File: src/rtl/ann_pkg.sv
// Shared types and constants for the neural-network datapath blocks.
// Includes the saturating bias adder used by the output stage.
package ann_pkg;

  localparam int DATA_W = 32;

  typedef logic signed [DATA_W-1:0] data_t;

  typedef enum logic [1:0] {
    ACT_ID    = 2'd0,
    ACT_RELU  = 2'd1,
    ACT_LEAKY = 2'd2,
    ACT_RSVD  = 2'd3
  } act_e;

  localparam data_t DATA_MAX = 32'sh7FFF_FFFF;
  localparam data_t DATA_MIN = 32'sh8000_0000;

  // Contents of the first pipeline stage: biased sum plus what S2 needs.
  typedef struct packed {
    data_t sum;
    logic  sat;
    act_e  act;
  } s1_t;

  // Contents of the output stage.
  typedef struct packed {
    data_t value;
    logic  sat;
  } s2_t;

  // Adds in 33 bits; a disagreement between the top two bits means the
  // true sum is outside the 32-bit range and is clamped toward its sign.
  function automatic s1_t sat_add(input data_t a, input data_t b, input act_e act);
    s1_t               r;
    logic [DATA_W:0]   wide;
    wide  = {a[DATA_W-1], a} + {b[DATA_W-1], b};
    r.act = act;
    if (wide[DATA_W] != wide[DATA_W-1]) begin
      r.sat = 1'b1;
      r.sum = wide[DATA_W] ? DATA_MIN : DATA_MAX;
    end else begin
      r.sat = 1'b0;
      r.sum = data_t'(wide[DATA_W-1:0]);
    end
    return r;
  endfunction

endpackage

File: src/rtl/act_unit.sv
// Combinational activation: identity, ReLU, or leaky ReLU with a
// power-of-two negative slope. The reserved select behaves as identity.
module act_unit
  import ann_pkg::*;
#(
  parameter int LEAK_SHIFT = 3
) (
  input  data_t value,
  input  act_e  act_sel,
  output data_t result
);

  always_comb begin
    result = value;
    if (value[DATA_W-1]) begin
      case (act_sel)
        ACT_RELU:  result = '0;
        // Arithmetic shift floors toward minus infinity, so -1 stays -1.
        ACT_LEAKY: result = value >>> LEAK_SHIFT;
        default:   result = value;
      endcase
    end
  end

endmodule

File: src/rtl/neuron_output_stage.sv
// Bias-add and activation output stage: two-stage valid/ready pipeline
// with per-layer neuron counting and a layer-complete pulse.
module neuron_output_stage
  import ann_pkg::*;
#(
  parameter int NEURONS    = 4,
  parameter int LEAK_SHIFT = 3
) (
  input  logic        clk,
  input  logic        rst,
  input  logic        clear,
  input  logic        in_valid,
  output logic        in_ready,
  input  logic [31:0] in_data,
  input  logic [31:0] bias,
  input  logic [1:0]  act_sel,
  output logic        out_valid,
  input  logic        out_ready,
  output logic [31:0] out_data,
  output logic        out_sat,
  output logic        out_last,
  output logic        layer_done
);

  localparam logic [15:0] LAST_IDX = 16'(NEURONS - 1);

  logic        s1_valid_q, s1_valid_d;
  s1_t         s1_q, s1_d;
  logic        s2_valid_q, s2_valid_d;
  s2_t         s2_q, s2_d;
  logic [15:0] cnt_q, cnt_d;
  logic        layer_done_q, layer_done_d;

  logic  s2_free;
  logic  s1_adv;
  logic  in_hs;
  logic  out_hs;
  logic  is_last;
  data_t act_value;

  // A stage may load when its successor is empty or draining this cycle.
  assign s2_free  = !s2_valid_q || out_ready;
  assign s1_adv   = s1_valid_q && s2_free;
  assign in_ready = !s1_valid_q || s2_free;
  assign in_hs    = in_valid && in_ready;
  assign out_hs   = s2_valid_q && out_ready;
  assign is_last  = (cnt_q == LAST_IDX);

  act_unit #(
    .LEAK_SHIFT (LEAK_SHIFT)
  ) u_act (
    .value   (s1_q.sum),
    .act_sel (s1_q.act),
    .result  (act_value)
  );

  always_comb begin
    s1_valid_d   = s1_valid_q;
    s1_d         = s1_q;
    s2_valid_d   = s2_valid_q;
    s2_d         = s2_q;
    cnt_d        = cnt_q;
    layer_done_d = 1'b0;

    if (clear) begin
      // Flush dominates any handshake occurring in the same cycle.
      s1_valid_d = 1'b0;
      s2_valid_d = 1'b0;
      cnt_d      = '0;
    end else begin
      if (in_hs) begin
        s1_d       = sat_add(data_t'(in_data), data_t'(bias), act_e'(act_sel));
        s1_valid_d = 1'b1;
      end else if (s1_adv) begin
        s1_valid_d = 1'b0;
      end

      if (s1_adv) begin
        s2_d.value = act_value;
        s2_d.sat   = s1_q.sat;
        s2_valid_d = 1'b1;
      end else if (out_hs) begin
        s2_valid_d = 1'b0;
      end

      if (out_hs) begin
        cnt_d        = is_last ? '0 : cnt_q + 16'd1;
        layer_done_d = is_last;
      end
    end
  end

  always_ff @(posedge clk or negedge rst) begin
    if (!rst) begin
      s1_valid_q   <= 1'b0;
      s1_q         <= '0;
      s2_valid_q   <= 1'b0;
      s2_q         <= '0;
      cnt_q        <= '0;
      layer_done_q <= 1'b0;
    end else begin
      s1_valid_q   <= s1_valid_d;
      s1_q         <= s1_d;
      s2_valid_q   <= s2_valid_d;
      s2_q         <= s2_d;
      cnt_q        <= cnt_d;
      layer_done_q <= layer_done_d;
    end
  end

  assign out_valid  = s2_valid_q;
  assign out_data   = s2_q.value;
  assign out_sat    = s2_q.sat;
  assign out_last   = s2_valid_q && is_last;
  assign layer_done = layer_done_q;

endmodule

File: config.mk
export PLATFORM = sky130hd
export DESIGN_NAME = neuron_output_stage
export DESIGN_NICKNAME = d
export VERILOG_FILES = /design/src/rtl/ann_pkg.sv /design/src/rtl/act_unit.sv /design/src/rtl/neuron_output_stage.sv
export SDC_FILE = /design/constraint.sdc
export NUM_CORES = 1
export LEC_CHECK = 0
export CORE_ASPECT_RATIO = 0.9
export CORE_MARGIN = 2
export CORE_UTILIZATION = 55
export CTS_CLUSTER_SIZE = 10
export DETAILED_ROUTE_END_ITERATION = 10
export HOLD_SLACK_MARGIN = 0.05
export PLACE_DENSITY = 0.83
export SLEW_MARGIN = 20
export SYNTH_ARGS = -nofsm -noshare
export SYNTH_HDL_FRONTEND = slang
export SYNTH_HIERARCHICAL = 1
export SYNTH_SLANG_ARGS = --single-unit
export TNS_END_PERCENT = 10
File: constraint.sdc
create_clock -name clk -period 3 [get_ports clk]
set_clock_uncertainty 0.1 [all_clocks]
set_input_delay 0.9 -clock clk [delete_from_list [all_inputs] [get_ports clk]]
set_output_delay 0.9 -clock clk [all_outputs]
set_load 0.02 [all_outputs]
After elaboration in Yosys (flattened, before gate mapping)
Cells that the tools add are included. Widths: inputs -> output; s select.

Bits in registers: 87. Input port bits: 71. Word-level logic and storage cells: 44.

Add/subtract/negate cells: 2. Equality and inequality tests: 4. Muxes and demuxes: 15. Bitwise logic cells: 1. Reduce and logical (&&, ||, !) cells: 13.

Operator list (number): $mux 32 (2); $pmux 32 s2 (1); $mux 16 (3); $add 32x32->33 (1); $mux 33 (1); $add 16x1->16 const B (1); $eq 16x2->1 const B (1); $mux 1 (8); $reduce_bool 3->1 (2); $logic_and 1x1->1 (4); $reduce_and 2->1 (2); $eq 2x1->1 const B (1); $eq 2x2->1 const B (1); $logic_not 1->1 (2); $logic_or 1x1->1 (2); $reduce_bool 2->1 (1); $ne 1x1->1 (1); $not 1->1 (1).

Logic depth before layout (Yosys ltp)
Gate-level depths: netlist (run 1).

Word-level depth: 6. Gate-level depth with buffers: 12. Gate-level depth less buffers: 11.

By module
Netlist (run 1), hierarchy kept.

Modules (own cells, without submodules): neuron_output_stage (instances 1, cells an instance 550, area an instance 5322.6 sq um, seq. area each 2177.1 sq um); act_unit (instances 1, cells an instance 101, area an instance 649.4 sq um, seq. area each 0.0 sq um).

Least setup slack after synthesis (run 1)
OpenSTA, ideal clock, no wires.

Path kind: input-to-reg. Start: in in_data[0]. End: reg s1_q[11] in the netlist's numbering. Arrival: 2.983 ns. Slack: -0.202 ns. Cell stages on the path: 12. Path buffers: 1. Path through: ha_1 fa_1 a211oi_1 o21a_1 a21oi_1 o2111ai_2 a21oi_4 nand2b_1 mux2i_2 buf_2 a21oi_1 o21ai_2.

Cells in the longest elaborated chain, start to end: 3. Elaborated cells on any way between the ends: 4. Those cells by class: add/sub: 1; eq/ne: 1; mux: 2.

RTL lines: from (decl) (line neuron_output_stage.sv:14) `input logic [31:0] in_data,`; $add 32x32->33 * (line ann_pkg.sv:37) `wide = {a[DATA_W-1], a} + {b[DATA_W-1], b};`; $mux 32 / $ne 1x1->1 (equally long branches) (line ann_pkg.sv:41, ann_pkg.sv:39); $mux 33 * (line ann_pkg.sv:39) `if (wide[DATA_W] != wide[DATA_W-1]) begin`; to (signal assigned) (line neuron_output_stage.sv:96) `s1_q <= '0;`; to (signal assigned) (line neuron_output_stage.sv:103) `s1_q <= s1_d;`; to (decl) (line neuron_output_stage.sv:28) `s1_t s1_q, s1_d;`.

Mark *: on every way between the ends. The rest lies on a longest branch, timed or not. A chain may end at the register's enable or synchronous reset.

Worst setup path in the final report (run 1)
Start: in in_data[12]. End: reg s1_q[24] in the netlist's numbering.

Same word-level chain as after synthesis.

==> results of run 1 <==
-- synth_stat cells, types with 2 or more instances --
library cell / count
nand2_1: 93
dfrtp_1: 87
nor2_1: 51
a21oi_1: 42
inv_1: 42
ha_1: 36
mux2_2: 36
mux2i_1: 28
o21ai_0: 22
o21ai_2: 20
xor2_1: 19
xnor2_1: 16
o21ai_1: 13
a21o_1: 10
clkbuf_1: 10
nand3_1: 10
and3_1: 9
buf_2: 8
o211ai_1: 7
buf_6: 5
nand4_1: 5
nor3_1: 5
o21a_1: 5
a211oi_1: 4
and2_1: 4
and4_1: 4
nor2b_1: 4
or3_1: 4
a311oi_1: 3
a31oi_1: 3
nand2b_1: 3
o21bai_1: 3
a21oi_2: 2
a22o_1: 2
a41o_1: 2
buf_4: 2
mux2_4: 2
nor4_1: 2
-- worst min path at each step --
stage	endpoint	slack [ps]
after floorplan	s1_q[2]$_DFFE_PN0P_	340
after global placement	s1_q[3]$_DFFE_PN0P_	360
after detailed placement	s1_q[4]$_DFFE_PN0P_	370
after CTS	out_data[16]$_DFFE_PN0P_	410
after global routing	out_data[7]$_DFFE_PN0P_	430
final	out_data[18]$_DFFE_PN0P_	400
-- cells by family (layout without fill, tap and decap cells) --
logic type,after synthesis,count (layout)
AND/OR/NAND/NOR,202,202
AO/OA/AOI/OAI,155,155
flip-flops,87,87
buffers and inverters,68,309
multiplexers,67,67
adder cells (fa/ha/maj),37,37
XOR/XNOR,35,35
-- flip-flops by register name, indices dropped and copies added, names as in the netlist --
register,cells
cnt_q,16
s1_valid_q,1
layer_done,1
out_valid,1
out_sat,1
out_data,32
s1_q,35
-- timing repair --
item	CTS	global route
pin swaps	72	55
setup buffers	26	10
endpoints found under the setup margin	34	34
gates resized for setup	252	65
gates cloned	6	0
-- power by group --
group          switching, mW  internal (mW)  total (mW)
sequential             0.276           1.49        1.77
clock                  0.475          0.605        1.08
combinational           1.53           1.37        2.91
total                   2.28           3.47        5.75
-- per-stage QoR --
| stage | cell area (µm²) | hold WS, ps | setup slack (ps) |
|---|---|---|---|
| 4_1_cts | 9200 | 409 | -105 |
| 6_report | 9540 | 403 | -324 |
| 2_1_floorplan | 6280 | 344 | -54.0 |
| 3_5_place_dp | 8150 | 375 | -855 |
| 5_1_grt | 9540 | 428 | -371 |
| 3_3_place_gp | 8150 | 360 | -680 |
-- worst max-delay path: cells and delay by family --
family                   cells  cell delay [ps]
adder cells (fa/ha/maj)      1              300
AND/OR/NAND/NOR              3              230
AO/OA/AOI/OAI                5             1270
multiplexers                 1              230
buffers and inverters        4              540
-- routing by layer --
| metal | up-vias | part of all wire (%) | track usage [%] | routed length (µm) |
|---|---|---|---|---|
| li1 | 2761 | - | - | - |
| met1 | 3283 | 35 | 45.7 | 9310 |
| met2 | 696 | 46 | 68.8 | 12300 |
| met3 | 258 | 11 | 7.76 | 2850 |
| met4 | 0 | 9.1 | 27.2 | 2440 |
| met5 | - | 0 | 0 | 0 |
-- final cells by class --
type / count / area (µm²) / area share, %
Inverter: 42 / 158 / 1.65
Multi-Input combinational cell: 496 / 4440 / 46.5
Timing Repair Buffer: 251 / 2320 / 24.3
Sequential cell: 87 / 2180 / 22.8
Clock inverter: 3 / 17.5 / 0.184
Tap cell: 133 / 166 / 1.74
Clock buffer: 13 / 260 / 2.73
==> results.md, run 1 <==
| Stage | Result | Reported |
|:---|:---|:---|
| outcome | Status | finished, violations left |
| outcome | Failing checks | negative setup slack |
| finish | Number of nets at the end of the flow | 995 |
| sta | Final setup slack of the worst path | -324 ps |
| detailed routing | Residual DRC | 0 |
| floorplan | Std-Cell Core Area | 10,700 µm² |
| critical path | Destination of the worst register-to-register timing path | out_data[15]$_DFFE_PN0P_ |
| floorplan | Number of top-level pins | 108 |
| power and ir drop | Post-layout total power | 5.75 mW |
| critical path | Crit path capture | s1_q[24]$_DFFE_PN0P_ |
| placed design | DP Wirelength | 12,100 µm |
| critical path | WP data required | 3150 ps |
| finish | Final standard cell count with taps included and fillers excluded | 1,025 |
| logic synthesis | Number of warnings printed during yosys synthesis | 6 |
| worst hold path | Start point of the worst hold path | out_data[18]$_DFFE_PN0P_ |
| logic synthesis | Synthesized instance count | 651 |
| critical path | Cell count of the worst reg-to-reg path | 6 |
| critical path | Worst-case register-to-register setup slack | 620 ps |
| detailed routing | Antenna Nets Post-Route | 0 |
| logic synthesis | Mean instance size in the synthesized netlist | 9.17 µm² |
| sta | Worst relative slew slack | 63.6% |
| logic synthesis | Post-synthesis async set-or-reset flop share | 100% |
| placed design | Global placer's final weighted congestion | 0.919 |
| logic synthesis | EDFF count, synth | 0 |
| floorplan | Die Footprint | 11,700 µm² |
| detailed routing | Drt wl/cell | 26.2 µm |
| critical path | Crit. End Element | flop |
| power and ir drop | Pwr dens | 603 nW/µm² |
| critical path | Slowest cell on the critical path | o311a_4 |
| global route | Overflow after GRT | 0 |
| finish | Most frequent standard cell in the layout excluding fill and tap cells | buf_4 |
| finish | Leading cell types in the layout, fill and taps excluded | buf_4, nand2_1, dfrtp_1 |
| sta | Fmax | 301 MHz |
| sta | Setup violators final | 33 |
| worst hold path | Class of the most critical hold timing path | reg -> reg |
| critical path | Longest individual stage delay on the worst path | 390 ps |
| logic synthesis | Basic-gate share of the synthesized area counting and, or, nand and nor cells | 15.3% |
| logic synthesis | Synthesized-area fraction occupied by xor and xnor cells | 5.13% |
| floorplan | Die X | 114 µm |
| finish | Number of inserted filler cells in the final layout | 392 |
| logic synthesis | Count of state elements after synthesis | 87 |
| global route | Global-route wire length before repair | 35,900 µm |
| logic synthesis | Number of distinct library cells after synthesis | 66 |
| critical path | Crit Path Max Fanout | 6 |
| cts | CTS buffer count | 9 |
| logic synthesis | Fraction of the mapped netlist area in compound gates | 17.8% |
| critical path | Critical path startpoint category | input pin |
| logic synthesis | Dominant combinational cell family by area after synthesis | compound AO/OA/AOI/OAI gates |
| floorplan | Initial core utilization | 55.7% |
| logic synthesis | Sequential cell area fraction in the yosys report | 36.5% |
| critical path | Critical path class | in -> reg |
| critical path | Cell Chain, Critical Path | buf_2 > ha_4 > nand2_4 > o311a_4 > a21oi_4 > o2111ai_4 > a21oi_4 > buf_6 > nand2b_4 > mux2i_4 > buf_6 > buf_8 > nor2_1 > o21ai_1 |
| global route | Via count of the first global-routing pass | 6,840 |
| logic synthesis | Multiplexer area fraction after synthesis | 12.2% |
| cts | Clock tree root driver cell | clkbuf_16 |
| detailed routing | Detailed router's first-iteration violation count | 926 |
| floorplan | Height of the die | 103 µm |
| sta | Sum Neg Setup Slack | -7350 ps |
| finish | P&R area growth vs syn | 59.7% |
| floorplan | Std cell rows | 36 |
| logic synthesis | Area share of the largest cell type after synthesis | 36.5% |
| detailed routing | Initial DRT Pass Iterations | 6 |
| logic synthesis | Biggest area consumer among synthesized cells | dfrtp_1 |
| detailed routing | Total routed wirelength | 26,900 µm |
| sta | RSZ-0062 raised after global routing | true |
| cts | Worst-Skew Late Latency | 350 ps |
| global route | Maximum number of pins on one net before global-route repair | 48 |
| sta | Count of final hold-check violations | 0 |
| critical path | Arrival time at the worst endpoint | 3480 ps |
| placed design | Placed cell count | 968 |
| cts | Buffer levels on the longest clock path | 2 |
| critical path | Launch point of the critical path | in_data[12] |
| critical path | Worst r2r src | s1_q[0]$_DFFE_PN0P_ |
| cts | Clock transition at the register clock pins on the worst setup and hold paths after CTS | 60 ps |
| power and ir drop | Maximum vdd drop | 0.386 mV |
| finish | Number of antenna repair diodes | 0 |
| detailed routing | Vias per cell | 6.83 |
| logic synthesis | Number of nets produced by synthesis | 759 |
| cts | Clock H-tree levels | 3 |
| cts | Number of clock sinks | 87 |
| logic synthesis | Synthesized-area fraction occupied by adder cells | 7.88% |
| placed design | Buffers added on ports | 107 |
| detailed routing | Via count | 6,998 |
| logic synthesis | Post-synth top flop | dfrtp_1 |
| sta | Final slew viol count | 0 |
| worst hold path | Cell count of the worst hold path | 1 |
| cts | Clock tree from TritonCTS | yes |
| flow run | Max cap viols | 0 |
| sta | Post-layout min period | 3320 ps |
| finish | Final core utilization | 89.0% |
| logic synthesis | Top post-synthesis cells by area | dfrtp_1, ha_1, mux2_2, nand2_1, mux2i_1 |
| logic synthesis | Cell area after synthesis | 5970 µm² |
| sta | Tcrit/Tclk final | 111% |
| cts | CTS Hold Bufs | 0 |
| global route | Global router's overall resource usage | 39.9% |
| power and ir drop | Leakage | 4.24 nW |
| sta | Transition time at the pin with the least slew margin | 545 ps |
| finish | Fraction of final layout cells sized beyond drive strength 1 | 42.9% |
| global route | Initial antenna violation count | 0 |
Power figures use the tool's default switching activity.
==> inputs of run 2 (changes only) <==
Settings changed: CTS_CLUSTER_DIAMETER set to 30.
==> results of run 2 <==
No change in the layout: final DEF, timing and power equal those of run 1.
